==> config.mk <==
export PLATFORM = sky130hd
export DESIGN_NAME = spi_slave
export DESIGN_NICKNAME = d
export VERILOG_FILES = /design/src/rtl/spi_pkg.sv /design/src/rtl/spi_slave.sv
export SDC_FILE = /design/constraint.sdc
export NUM_CORES = 1
export LEC_CHECK = 0
export ABC_AREA = 1
export BUFFER_PORTS_ARGS = -buffer_cell sky130_fd_sc_hd__buf_2
export CAP_MARGIN = 20
export CORE_MARGIN = 2
export CORE_UTILIZATION = 58
export DETAILED_ROUTE_END_ITERATION = 8
export GPL_TIMING_DRIVEN = 0
export PLACE_DENSITY = 0.82
export SKIP_CTS_REPAIR_TIMING = 1
export SYNTH_ARGS = -nofsm -noshare
export SYNTH_HDL_FRONTEND = slang
export SYNTH_SLANG_ARGS = --single-unit
==> constraint.sdc <==
create_clock -name clk -period 3.9 [get_ports clk]
set_input_delay 0.195 -clock clk [delete_from_list [all_inputs] [get_ports clk]]
set_output_delay 0.195 -clock clk [all_outputs]
set_load 0.03 [all_outputs]
==> src/rtl/spi_pkg.sv <==
// Shared types and constants for the SPI-style serial slave.
package spi_pkg;

  localparam int FRAME_W = 10;
  localparam int DATA_W  = 8;

  typedef enum logic [2:0] {
    IDLE    = 3'd0,
    RECEIVE = 3'd1,
    DONE    = 3'd2,
    WAIT_TX = 3'd3,
    SEND    = 3'd4
  } state_e;

  localparam logic [1:0] CMD_WR_ADDR = 2'b00;
  localparam logic [1:0] CMD_WR_DATA = 2'b01;
  localparam logic [1:0] CMD_RD_ADDR = 2'b10;
  localparam logic [1:0] CMD_RD_DATA = 2'b11;

endpackage

==> src/rtl/spi_slave.sv <==
// Serial slave: assembles a command frame from MOSI and, for read-data,
// returns one byte on MISO. dbg_state exposes the FSM state.
module spi_slave
  import spi_pkg::*;
#(
  parameter int FRAME_W = spi_pkg::FRAME_W,
  parameter int DATA_W  = spi_pkg::DATA_W
) (
  input  logic               clk,
  input  logic               reset_n,
  input  logic               MOSI,
  input  logic               SS_n,
  input  logic               tx_valid,
  input  logic [DATA_W-1:0]  tx_data,
  output logic               MISO,
  output logic               rx_valid,
  output logic [FRAME_W-1:0] rx_data,
  output state_e             dbg_state
);

  localparam int MAX_W = (FRAME_W > DATA_W) ? FRAME_W : DATA_W;
  localparam int CNT_W = $clog2(MAX_W + 1);

  // Handshakes: rx_valid is a one-cycle pulse with no backpressure; tx_valid
  // is consumed on the first WAIT_TX cycle it is high (no ready is returned).
  state_e             state_q, state_d;
  logic [CNT_W-1:0]   cnt_q, cnt_d;
  logic [FRAME_W-2:0] shift_q, shift_d;
  logic [DATA_W-1:0]  tx_shift_q, tx_shift_d;
  logic               miso_q, miso_d;
  logic               rx_valid_q, rx_valid_d;
  logic [FRAME_W-1:0] rx_data_q, rx_data_d;

  always_comb begin
    state_d    = state_q;
    cnt_d      = cnt_q;
    shift_d    = shift_q;
    tx_shift_d = tx_shift_q;
    miso_d     = 1'b0;
    rx_valid_d = 1'b0;
    rx_data_d  = rx_data_q;

    unique case (state_q)
      IDLE: begin
        if (!SS_n) begin
          shift_d = {{(FRAME_W-2){1'b0}}, MOSI};
          cnt_d   = CNT_W'(1);
          state_d = RECEIVE;
        end
      end

      RECEIVE: begin
        if (SS_n) begin
          cnt_d   = '0;
          state_d = IDLE;
        end else if (cnt_q == CNT_W'(FRAME_W - 1)) begin
          rx_data_d  = {shift_q, MOSI};
          rx_valid_d = 1'b1;
          cnt_d      = '0;
          // shift_q holds frame bits [9:1], so its top two bits are the command
          state_d    = (shift_q[FRAME_W-2 -: 2] == CMD_RD_DATA) ? WAIT_TX : DONE;
        end else begin
          shift_d = {shift_q[FRAME_W-3:0], MOSI};
          cnt_d   = cnt_q + CNT_W'(1);
        end
      end

      DONE: begin
        if (SS_n) state_d = IDLE;
      end

      WAIT_TX: begin
        if (SS_n) begin
          state_d = IDLE;
        end else if (tx_valid) begin
          miso_d     = tx_data[DATA_W-1];
          tx_shift_d = {tx_data[DATA_W-2:0], 1'b0};
          cnt_d      = CNT_W'(1);
          state_d    = SEND;
        end
      end

      SEND: begin
        if (SS_n) begin
          cnt_d   = '0;
          state_d = IDLE;
        end else if (cnt_q == CNT_W'(DATA_W)) begin
          cnt_d   = '0;
          state_d = DONE;
        end else begin
          miso_d     = tx_shift_q[DATA_W-1];
          tx_shift_d = {tx_shift_q[DATA_W-2:0], 1'b0};
          cnt_d      = cnt_q + CNT_W'(1);
        end
      end

      default: begin
        cnt_d   = '0;
        state_d = IDLE;
      end
    endcase
  end

  always_ff @(posedge clk) begin
    if (reset_n) begin
      state_q    <= IDLE;
      cnt_q      <= '0;
      shift_q    <= '0;
      tx_shift_q <= '0;
      miso_q     <= 1'b0;
      rx_valid_q <= 1'b0;
      rx_data_q  <= '0;
    end else begin
      state_q    <= state_d;
      cnt_q      <= cnt_d;
      shift_q    <= shift_d;
      tx_shift_q <= tx_shift_d;
      miso_q     <= miso_d;
      rx_valid_q <= rx_valid_d;
      rx_data_q  <= rx_data_d;
    end
  end

  assign MISO      = miso_q;
  assign rx_valid  = rx_valid_q;
  assign rx_data   = rx_data_q;
  assign dbg_state = state_q;

endmodule

==> results.md <==
- CP Capture Type: register
- Vias/cell: 5.34
- Clock Path Buffers: 2
- CTS root buffer: clkbuf_4
- IR Drop Worst-Case VDD: 327 µV
- Crit path time final: 1.57 ns
- RSZ-0062 raised after global routing: false
- Area contributors post-synth: dfxtp_1, nor2_1, o21ai_0, nand2_1, a21oi_1
- Detail Route met3 WL: 146 µm
- 1st-iter DRT viols: 47
- Clock buffer count from CTS: 5
- Metal2 WL: 1490 µm
- Final WS setup: 2.33 ns
- Setup Slack @ Placement: 2.38 ns
- Max Cap Violations: 0
- Fillers: 232
- Primary FF master, synth: dfxtp_1
- Avg Inst Size Synth: 7.27 µm²
- F_max: 637 MHz
- Layout net count: 266
- Global-route wire length before repair: 5550 µm
- Total Neg Setup Slack: 0 ns
- HP Class: primary input to register
- Hold Slack: 0.0982 ns
- FFs w/ async S/R, synth: 0%
- CTS Sinks: 35
- Worst skew pair latency: 0.34 ns
- IO Pins: 28
- # setup viols final: 0
- Routed wire per std cell: 11.7 µm
- CTS tree: built
- Multi-input gate area: 762 µm²
- Max FO, Critical Path: 8
- WS Path Type: register to register
- Yosys reg bits: 35
- Post-synthesis sequential area ratio: 44.6%
- DR DRC count: 0
- Synth unique cells: 22
- Metal-1 WL: 1600 µm
- Placed Area: 0.00174 mm²
- Worst Skew: 0.00501 ns
- Synth top cells by count: nor2_1, dfxtp_1, nand2_1
- Fin area: 0.00180 mm²
- Clock transition at path regs: 0.11 ns
- Cell with the most instances after synthesis: nor2_1
- Worst EP arrival: 1.81 ns
- Worst Setup Start Kind: register
- Synth Net Count: 232
- Area growth, synth to finish: 14.4%
- Fin. max-slew vios: 0
- Power per cell area: 408 mW/mm²
- Vias in the first global route: 1351
- DP HPWL: 2350 µm
- Antenna violations before repair: 0
- Initial Util: 62.3%
- Die height: 56.0 µm
- Post-synth EDFFs: 0
- Syn Inst Count: 216
- DRT antenna net count: 0
- Total Wirelength: 3290 µm
- Status: complete, no violations
- Via count: 1501
- Final core occ: 71.2%
- Core area: 0.00252 mm²
- First-pass DRT Iterations: 4
- Uppermost routed layer: met4
- Die width: 56.0 µm
- Final period utilization: 40.3%
- Total track usage: 22.1%
- Slew at the pin closest to its max-slew limit: 0.436 ns
- H-tree levels: 2
- Ant diodes: 0
- GP Congestion: 0.903
- P_leak: 0.868 nW
- Relative slew slack: 70.9%
- Total grt overflow: 0
- Area leader, netlist: dfxtp_1
- PortBufs: 27
- Required time worst endpoint: 4.14 ns
- Largest net degree at the start of global routing: 12
- Synth Warn #: 0
- Register area: 701 µm²
- Layout cell share with drive strength beyond 1: 21.5%
- Die area: 0.00314 mm²
- Synthesized area: 0.00157 mm²
- Rows: 18
- Post-synth top area share: 44.6%
- Hold Fails Final Rpt: 0
report_power, final:
group,switching (W),internal [W],leakage (nW)
sequential,0.0000191,0.000378,0.284
combinational,0.0000917,0.0000475,0.556
clock,0.000127,0.0000696,0.0282
critical path: stages, from the launching register on:
cell and delay [ns]:
dfxtp_1 0.40, inv_1 0.11, ha_1 0.20, nand3_1 0.16
nand3_2 0.14, nand2_2 0.17, inv_2 0.10, a21oi_1 0.13
nor2_1 0.06
layout by cell type (no fill, tap or decap):
master and instances:
o21ai_1 1, inv_2 6, clkinvlp_4 1, ha_1 3
nand2_2 4, nor2_2 1, a21oi_1 18, inv_1 10
buf_4 1, buf_6 2, o21ai_0 27, buf_2 27
clkinv_2 1, nor2_1 45, nand3_1 12, nor3_1 2
dfxtp_1 35, nand3_2 1, inv_4 1, clkbuf_1 4
nand2_1 35, nor3_4 1, nor2_4 2, clkbuf_4 5
nand4_1 5, nor3b_2 1
layer usage:
| layer | up-vias | track usage [%] |
|---|---|---|
| met1 | 680 | 29.2 |
| met4 | 0 | 8.16 |
| met5 | - | 0 |
| met2 | 40 | 35.1 |
| met3 | 7 | 5.12 |
| li1 | 774 | - |
area by class of cell:
| cell class | instances | area share [%] |
|---|---|---|
| buffer | 6 | 2.30 |
| clock buffer | 6 | 2.30 |
| clock inverter | 2 | 0.696 |
| inverter | 17 | 3.69 |
| multi-input combinational | 158 | 42.4 |
| sequential | 35 | 39.0 |
| tap | 30 | 2.09 |
| timing repair buffer | 27 | 7.52 |
sequential cells by signal (all words and copies together) (netlist names):
name / flops
rx_data: 10
shift_q: 9
tx_shift_q: 7
cnt_q: 4
dbg_state: 3
MISO: 1
rx_valid: 1
stage by stage:
| stage | power, W | std cells |
|---|---|---|
| after floorplan | 0.000507 | 216 |
| after global placement | 0.000539 | 273 |
| after detailed placement | 0.000542 | 273 |
| after CTS | 0.000731 | 281 |
| after global routing | 0.000767 | 281 |
| final | 0.000733 | 281 |
kinds of logic (layout without fill, tap and decap cells):
kind of cell | count (synthesis) | count (layout) | share of synthesized area (%)
and+or+nand+nor | 109 | 109 | 31.5
DFF | 35 | 35 | 44.6
buffers and inverters | 23 | 58 | 6.85
adders and majority gates | 3 | 3 | 2.39
AOI/OAI and AO/OA | 46 | 46 | 14.7
worst paths after layout:
kind	end	slack, ns	depth (start not counted)	start
max	tx_shift_q[1]	2.33	8	cnt_q[0]
max reg2reg	tx_shift_q[1]	2.33	8	cnt_q[0]
min reg2reg	shift_q[8]	0.47	2	shift_q[8]
min	cnt_q[0]	0.1	2	reset_n
(Power assumes the default switching activity.)
